File: config.mk
export PLATFORM = sky130hd
export DESIGN_NAME = uart_tx_arbiter_flat
export DESIGN_NICKNAME = d
export VERILOG_FILES = /design/src/rtl/uart_tx_arbiter_if.sv /design/src/rtl/uart_tx_arbiter.sv /design/src/flat_wrapper.sv
export SDC_FILE = /design/constraint.sdc
export NUM_CORES = 1
export LEC_CHECK = 0
export ABC_AREA = 1
export BUFFER_PORTS_ARGS = -buffer_cell sky130_fd_sc_hd__buf_2
export CAP_MARGIN = 10
export CORE_ASPECT_RATIO = 2
export CORE_UTILIZATION = 40
export DETAILED_ROUTE_END_ITERATION = 8
export PLACE_DENSITY = 0.58
export SYNTH_ARGS = -nofsm -noshare
export SYNTH_HDL_FRONTEND = slang
export SYNTH_SLANG_ARGS = --single-unit
File: constraint.sdc
create_clock -name clk -period 4 [get_ports clk]
set_clock_uncertainty 0.2 [all_clocks]
set_input_delay 0.4 -clock clk [delete_from_list [all_inputs] [get_ports clk]]
set_output_delay 0.4 -clock clk [all_outputs]
set_load 0.05 [all_outputs]
File: src/rtl/uart_tx_arbiter_if.sv
// Requester, transmitter and grant-status signals of the UART transmit arbiter.
// The slave side is the arbiter. The master side is the requesters plus the transmitter.
interface uart_tx_arbiter_if #(
  parameter int NUM_REQ = 4,
  parameter int ID_W    = (NUM_REQ > 1) ? $clog2(NUM_REQ) : 1
);
  logic [NUM_REQ-1:0]   req;
  logic [NUM_REQ-1:0]   last;
  logic [8*NUM_REQ-1:0] data;
  logic [NUM_REQ-1:0]   ack;
  logic [7:0]           tx_data;
  logic                 tx_start;
  logic                 tx_busy;
  logic                 grant_valid;
  logic [ID_W-1:0]      grant_id;
  logic                 timeout_err;

  modport master (
    output req, last, data, tx_busy,
    input  ack, tx_data, tx_start, grant_valid, grant_id, timeout_err
  );

  modport slave (
    input  req, last, data, tx_busy,
    output ack, tx_data, tx_start, grant_valid, grant_id, timeout_err
  );
endinterface

File: src/rtl/uart_tx_arbiter.sv
// Round-robin, message-granular sharing of one UART transmitter. All outputs are registered.
// Latency is 2 cycles from req to tx_start. A requester is stalled by holding off ack until the transmitter is idle.
module uart_tx_arbiter #(
  parameter int NUM_REQ     = 4,
  parameter int MAX_BURST   = 16,
  parameter int ACK_TIMEOUT = 8
) (
  input  logic             clk,
  input  logic             reset,
  uart_tx_arbiter_if.slave bus
);
  localparam int ID_W = (NUM_REQ > 1) ? $clog2(NUM_REQ) : 1;

  typedef enum logic [1:0] {IDLE, SEND, WAIT_ACK, WAIT_DONE} state_t;

  state_t             state_q, state_d;
  logic [ID_W-1:0]    rr_ptr_q, rr_ptr_d;
  logic [ID_W-1:0]    grant_id_q, grant_id_d;
  logic               grant_valid_q, grant_valid_d;
  logic [7:0]         burst_cnt_q, burst_cnt_d;
  logic [7:0]         tmo_cnt_q, tmo_cnt_d;
  logic               last_flag_q, last_flag_d;
  logic [7:0]         tx_data_q, tx_data_d;
  logic               tx_start_q, tx_start_d;
  logic [NUM_REQ-1:0] ack_q, ack_d;
  logic               timeout_err_q, timeout_err_d;

  logic               win_found;
  logic [ID_W-1:0]    win_id;
  logic [ID_W-1:0]    cand_id;
  logic [ID_W-1:0]    next_id;
  logic               rel;
  int                 cand;

  // Search for the winner starting at rr_ptr and wrapping around.
  always_comb begin
    win_found = 1'b0;
    win_id    = '0;
    cand      = 0;
    cand_id   = '0;
    for (int k = 0; k < NUM_REQ; k++) begin
      cand = int'(rr_ptr_q) + k;
      if (cand >= NUM_REQ) cand = cand - NUM_REQ;
      cand_id = ID_W'(cand);
      if (!win_found && bus.req[cand_id]) begin
        win_found = 1'b1;
        win_id    = cand_id;
      end
    end
  end

  assign next_id = (grant_id_q == ID_W'(NUM_REQ - 1)) ? '0 : grant_id_q + 1'b1;

  always_comb begin
    state_d       = state_q;
    rr_ptr_d      = rr_ptr_q;
    grant_id_d    = grant_id_q;
    grant_valid_d = grant_valid_q;
    burst_cnt_d   = burst_cnt_q;
    tmo_cnt_d     = tmo_cnt_q;
    last_flag_d   = last_flag_q;
    tx_data_d     = tx_data_q;
    tx_start_d    = 1'b0;
    ack_d         = '0;
    timeout_err_d = 1'b0;
    rel           = 1'b0;
    case (state_q)
      IDLE: begin
        if (win_found) begin
          grant_id_d    = win_id;
          grant_valid_d = 1'b1;
          burst_cnt_d   = '0;
          state_d       = SEND;
        end
      end
      SEND: begin
        // A dropped req while owning the grant means the message was abandoned.
        if (!bus.req[grant_id_q]) begin
          rel = 1'b1;
        end else if (!bus.tx_busy) begin
          tx_start_d         = 1'b1;
          ack_d[grant_id_q]  = 1'b1;
          tx_data_d          = bus.data[{grant_id_q, 3'b000} +: 8];
          last_flag_d        = bus.last[grant_id_q];
          burst_cnt_d        = burst_cnt_q + 8'd1;
          tmo_cnt_d          = '0;
          state_d            = WAIT_ACK;
        end
      end
      WAIT_ACK: begin
        if (bus.tx_busy) begin
          state_d = WAIT_DONE;
        end else if (tmo_cnt_q + 8'd1 == 8'(ACK_TIMEOUT)) begin
          timeout_err_d = 1'b1;
          rel           = 1'b1;
        end else begin
          tmo_cnt_d = tmo_cnt_q + 8'd1;
        end
      end
      WAIT_DONE: begin
        if (!bus.tx_busy) begin
          if (last_flag_q || burst_cnt_q == 8'(MAX_BURST)) rel = 1'b1;
          else state_d = SEND;
        end
      end
      default: state_d = IDLE;
    endcase
    if (rel) begin
      grant_valid_d = 1'b0;
      rr_ptr_d      = next_id;
      state_d       = IDLE;
    end
  end

  always_ff @(posedge clk or negedge reset) begin
    if (!reset) begin
      state_q       <= IDLE;
      rr_ptr_q      <= '0;
      grant_id_q    <= '0;
      grant_valid_q <= 1'b0;
      burst_cnt_q   <= '0;
      tmo_cnt_q     <= '0;
      last_flag_q   <= 1'b0;
      tx_data_q     <= '0;
      tx_start_q    <= 1'b0;
      ack_q         <= '0;
      timeout_err_q <= 1'b0;
    end else begin
      state_q       <= state_d;
      rr_ptr_q      <= rr_ptr_d;
      grant_id_q    <= grant_id_d;
      grant_valid_q <= grant_valid_d;
      burst_cnt_q   <= burst_cnt_d;
      tmo_cnt_q     <= tmo_cnt_d;
      last_flag_q   <= last_flag_d;
      tx_data_q     <= tx_data_d;
      tx_start_q    <= tx_start_d;
      ack_q         <= ack_d;
      timeout_err_q <= timeout_err_d;
    end
  end

  assign bus.ack         = ack_q;
  assign bus.tx_data     = tx_data_q;
  assign bus.tx_start    = tx_start_q;
  assign bus.grant_valid = grant_valid_q;
  assign bus.grant_id    = grant_id_q;
  assign bus.timeout_err = timeout_err_q;
endmodule

File: src/flat_wrapper.sv
// flat-port wrapper written by rule: the top's interface ports become plain ports
module uart_tx_arbiter_flat 
#(
  parameter int NUM_REQ     = 4,
  parameter int MAX_BURST   = 16,
  parameter int ACK_TIMEOUT = 8
)
  (clk, reset, bus_req, bus_last, bus_data, bus_tx_busy, bus_ack, bus_tx_data, bus_tx_start, bus_grant_valid, bus_grant_id, bus_timeout_err);
  uart_tx_arbiter_if #(.NUM_REQ(NUM_REQ)) bus_i ();
  input  logic clk;
  input  logic reset;
  input wire logic [$bits(bus_i.req)-1:0] bus_req;
  input wire logic [$bits(bus_i.last)-1:0] bus_last;
  input wire logic [$bits(bus_i.data)-1:0] bus_data;
  input wire logic [$bits(bus_i.tx_busy)-1:0] bus_tx_busy;
  output wire logic [$bits(bus_i.ack)-1:0] bus_ack;
  output wire logic [$bits(bus_i.tx_data)-1:0] bus_tx_data;
  output wire logic [$bits(bus_i.tx_start)-1:0] bus_tx_start;
  output wire logic [$bits(bus_i.grant_valid)-1:0] bus_grant_valid;
  output wire logic [$bits(bus_i.grant_id)-1:0] bus_grant_id;
  output wire logic [$bits(bus_i.timeout_err)-1:0] bus_timeout_err;
  assign bus_i.req = bus_req;
  assign bus_i.last = bus_last;
  assign bus_i.data = bus_data;
  assign bus_i.tx_busy = bus_tx_busy;
  assign bus_ack = bus_i.ack;
  assign bus_tx_data = bus_i.tx_data;
  assign bus_tx_start = bus_i.tx_start;
  assign bus_grant_valid = bus_i.grant_valid;
  assign bus_grant_id = bus_i.grant_id;
  assign bus_timeout_err = bus_i.timeout_err;
  uart_tx_arbiter #(.NUM_REQ(NUM_REQ), .MAX_BURST(MAX_BURST), .ACK_TIMEOUT(ACK_TIMEOUT)) u_core (.clk(clk), .reset(reset), .bus(bus_i));
endmodule
Yosys cells after proc, flatten, opt, wreduce, memory -nomap -nowiden
Index checks and enable logic that the tools add are counted.
{"block": "op_classes", "addsub": 10, "muxes": 60, "n_shift": 1, "bitwise_logic": 1, "order_cmp": 10, "n_eq_ne": 17, "n_reduce_logical": 19}
{"operator": "two-way mux 8 bit", "count": 7}
{"operator": "two-way mux 2 bit", "count": 16}
{"operator": "case mux 8 bit (2 select lines)", "count": 2}
{"operator": "indexed part select 32 x 6 -> 8 bit", "count": 1}
{"operator": "two-way mux 1 bit", "count": 23}
{"operator": "adder 8 x 1 -> 8 bit (second input constant)", "count": 2}
{"operator": "< comparator 2 x 3 -> 1 bit (second input constant)", "count": 5}
{"operator": "binary-select mux 1 bit (select 2 bit)", "count": 6}
{"operator": "two-way mux 4 bit", "count": 3}
{"operator": "inequality test 3 x 2 -> 1 bit (second input constant)", "count": 4}
{"operator": "greater-or-equal comparator 3 bit (second input constant)", "count": 3}
{"operator": "== test 8 x 4 -> 1 bit (second input constant)", "count": 1}
{"operator": "== test 8 x 5 -> 1 bit (second input constant)", "count": 1}
{"operator": "case mux 2 bit (4 select lines)", "count": 1}
{"operator": "nonzero test 2 bit", "count": 4}
{"operator": "subtractor 2 x 1 -> 2 bit (second input constant)", "count": 4}
{"operator": "adder 2 x 2 -> 3 bit (second input constant)", "count": 2}
{"operator": "== test 2 bit (second input constant)", "count": 3}
{"operator": "inequality test 2 bit (second input constant)", "count": 3}
{"operator": "inequality test 3 x 1 -> 1 bit (second input constant)", "count": 2}
{"operator": "AND reduction 6 bit", "count": 1}
{"operator": "AND reduction 5 bit", "count": 1}
{"operator": "logical AND 1 bit", "count": 4}
{"operator": "inequality test 2 x 1 -> 1 bit (second input constant)", "count": 2}
{"operator": "other kinds (14)", "count": 17}
{"block": "word_totals", "word_cells": 129, "out_inout_bits": 17, "input_bits": 43, "ff_bits": 38}

Longest topological paths before layout
{"block": "logic_depth", "ltp_word": 17, "depth_mapped": 14, "ltp_nobuf": 14}

Worst setup path after synthesis
OpenSTA, ideal clock, no wires.
{"block": "synth_path", "path_type": "register to register", "start": "register u_core.grant_id_q[0] (netlist: u_core.bus.grant_id[0])", "end": "register u_core.tmo_cnt_q[5]", "required_ns": 3.724, "setup_ns": 0.076, "arrival_ns": 1.857, "setup_slack_ns": 1.866, "synth_period_minus_slack_ns": 2.134, "n_path_buf": 1, "stages_incl_launch_ff": 12, "cell_sequence": "dfrtp_1 inv_1 o211ai_1 nand2_1 nor2_1 nand2_1 nand2_1 nand2_1 inv_2 buf_4 nand3_1 o21ai_1"}
{"block": "synth_between", "elab_chain_len": 4}
{"item": "from (decl)", "line_no": "uart_tx_arbiter.sv:18", "source": "logic [ID_W-1:0] grant_id_q, grant_id_d;"}
{"item": "from (signal assigned)", "line_no": "uart_tx_arbiter.sv:131", "source": "grant_id_q <= grant_id_d;"}
{"item": "binary-select mux 1 bit (select 2 bit)", "line_no": "uart_tx_arbiter.sv:78", "source": "if (!bus.req[grant_id_q]) begin"}
{"item": "two-way mux 1 bit (implied by the code)", "line_no": "uart_tx_arbiter.sv:78"}
{"item": "inequality test 2 x 1 -> 1 bit (no source line)"}
{"item": "AND reduction 5 bit (no source line)"}
{"item": "to (signal assigned)", "line_no": "uart_tx_arbiter.sv:134", "source": "tmo_cnt_q <= tmo_cnt_d;"}
{"item": "to (decl)", "line_no": "uart_tx_arbiter.sv:21", "source": "logic [7:0] tmo_cnt_q, tmo_cnt_d;"}
No other way between the ends. The select of a mux whose other input is x is not followed.
A chain may end at the register's enable or synchronous reset.

Worst setup path in the final report
{"block": "layout_path", "start": "register u_core.grant_id_q[0] (netlist: u_core.bus.grant_id[0])", "end": "register u_core.tmo_cnt_q[3]"}
The elaborated chain is that of the path after synthesis.

==> summary.txt <==
STA
  – Worst-Margin Slew: 848 ps
  – RSZ-0062 raised after global routing: no
  – Final worst setup slack: 1140 ps
  – Slew Viols, Final: 0
  – Fmax: 350 MHz
  – Slew HR: 43.5%
  – Final Setup Violations: 0
  – TNS Setup: 0 ps
  – Min Tclk post-route: 2860 ps
  – Final hold viol count: 0
  – Final cycle utilization of the critical path: 71.4%

Floorplan
  – Floorplan die height: 114 µm
  – Ports: 60
  – Core area: 6060 µm²
  – Rows: 40
  – Die X: 58.2 µm
  – Die ar.: 6670 µm²
  – Initial Util: 41.8%

Route
  – Via density: 4.83
  – Routed Antenna Nets: 0
  – DR DRC count: 0
  – First DRT Iteration DRCs: 98
  – Vias: 2356
  – Wire per inst: 12.4 µm
  – WL final: 6070 µm
  – DR pass1 iterations: 4

Power
  – Power Density: 732 nW/µm²
  – Peak supply drop: 0.413 mV
  – Lkg Pwr: 1.47 nW
  – Total Power: 2.20 mW

Yosys
  – Synthesized instance count: 349
  – Seq/Total Area, Yosys: 37.6%
  – Commonest cells post-synth: nand2_1 (69), nor2_1 (61), dfrtp_1 (38)
  – EDFF count, synth: 0
  – Most frequent cell after synthesis: nand2_1
  – Prevailing post-synth register cell: dfrtp_1
  – Synth unique cells: 34
  – Largest cells by area after synthesis: dfrtp_1 (38%), nand2_1 (10%), nor2_1 (9.1%)
  – Cell accounting for the most synthesized area: dfrtp_1
  – Syn_nets: 405
  – #FFs+latches synth: 38
  – Yosys warns: 0
  – Syn Area/Cell: 7.25 µm²
  – Async SR Flop Fraction: 100%
  – Syn Std Cell Area: 2530 µm²
  – Synth top area share: 37.6%

Clock tree
  – Htree depth: 2
  – CTS sink count: 38
  – Root Driver: clkbuf_16
  – CTS Buf Count: 5
  – CTS tree: yes
  – Cts hold-fix bufs: 0
  – Clk_lat worst skew: 280 ps
  – Longest Clk Path Bufs: 2
  – Postcts setup bufs: 0
  – Post-CTS resize count: 0
  – Clk pin slew, worst setup/hold paths: 60 ps

Setup path
  – CP endpoint kind: flop
  – WP data arrival: 2860 ps
  – Max FO, Critical Path: 24
  – CP required: 4010 ps
  – Kind of critical path: flop to flop
  – Critical Path Source Type: flop

Outcome
  – Outcome: finished clean

Placement
  – Dpl hpwl: 4640 µm
  – Gpl congestion: 0.847
  – Post-Place Worst Slack: 1160 ps
  – Port buffer count: 59
  – DP Area: 2850 µm²

Global route
  – Grt total ovfl: 0
  – Gr usage total: 20.0%
  – First-pass GRT wire length: 10100 µm
  – Antenna violations before repair: 0
  – Largest net degree at the start of global routing: 39
  – Number of global-route vias before repair: 2276

Cells and area
  – Final Instance Area: 3000 µm²
  – Synth-to-layout area growth: 18.6%
  – Fill cells: 643
  – Share of layout cells above drive strength 1: 23.5%
  – Final core occ: 49.6%
  – Nets: 459
  – # diodes: 0

Job
  – Max_cap viols: 0

Worst hold path
  – Hold WC Path Type: primary input to asynchronous set/reset pin
-- critical path, cell delays in order (launching register included) --
cell and delay (ps):
dfrtp_1 780, inv_1 500, o211ai_1 280, nand2_1 120, nor2_1 100, nand2_1 150
nand2_1 110, nand2_1 130, inv_2 190, nand4_1 110, o21ai_1 100
-- layout by cell type, fill, tap and decap left out, drive strengths merged, types with 8 or more instances in the layout --
| cell | count |
|---|---|
| nand2 | 76 |
| ha | 13 |
| inv | 41 |
| o21ai | 49 |
| buf | 59 |
| a31oi | 8 |
| dfrtp | 38 |
| nor2 | 63 |
| nand3 | 21 |
-- per-layer routing --
| layer | up-vias | wire (µm) | GRT usage [%] |
|---|---|---|---|
| met5 | - | 0 | 0 |
| met4 | 0 | 128 | 9.05 |
| met3 | 8 | 165 | 3.84 |
| met2 | 48 | 3370 | 37.0 |
| met1 | 1065 | 2410 | 21.0 |
| li1 | 1235 | - | - |
-- layout make-up --
class | instances | area (µm²) | share of cell area, %
Multi-Input combinational cell | 256 | 1340 | 44.7
Sequential cell | 38 | 951 | 31.7
Timing Repair Buffer | 59 | 295 | 9.84
Inverter | 43 | 161 | 5.38
Clock buffer | 7 | 143 | 4.75
Tap cell | 84 | 105 | 3.50
Clock inverter | 1 | 5.00 | 0.167
-- stage by stage --
step | std cells | hold WS, ps
5_1_grt | 488 | 119
3_5_place_dp | 480 | 262
2_1_floorplan | 349 | -95.6
6_report | 488 | 25.6
3_3_place_gp | 480 | 251
4_1_cts | 488 | 70.7
-- final timing paths --
kind | depth (start not counted) | endpoint | from | slack (ps)
min in group clk | 3 | u_core.bus.tx_data[3] | bus_data[27] | 240
max in group asynchronous | 1 | u_core.bus.tx_start | reset | 3040
worst max-delay path | 10 | u_core.tmo_cnt_q[3] | u_core.bus.grant_id[0] | 1140
worst min-delay path | 1 | u_core.tmo_cnt_q[1] | reset | 30
worst max register to register | 10 | u_core.tmo_cnt_q[3] | u_core.bus.grant_id[0] | 1140
worst min register to register | 2 | u_core.bus.grant_valid | u_core.bus.grant_valid | 270
-- sequential cells by signal, summed over array words and instances (netlist names) --
| name | count |
|---|---|
| u_core.bus.timeout_err | 1 |
| u_core.rr_ptr_q | 2 |
| u_core.bus.tx_start | 1 |
| u_core.bus.grant_valid | 1 |
| u_core.bus.ack | 4 |
| u_core.bus.grant_id | 2 |
| u_core.bus.tx_data | 8 |
| u_core.last_flag_q | 1 |
| u_core.burst_cnt_q | 8 |
| u_core.state_q | 2 |
| u_core.tmo_cnt_q | 8 |
-- logic make-up after synthesis --
kind of cell	Yosys count	share of synthesized area [%]
AOI/OAI and AO/OA	68	15.9
adders and majority gates	13	6.43
DFF	38	37.6
xor gates and xnor gates	1	0.346
and+or+nand+nor	174	30.4
buffers and inverters	55	9.40
-- where the power goes --
group / switching, mW / leakage (nW) / internal, mW
Clock: 0.152 / 0.0739 / 0.247
Combinational: 0.823 / 0.912 / 0.339
Sequential: 0.145 / 0.488 / 0.490
Total: 1.12 / 1.47 / 1.08
Power figures use the tool's default switching activity.
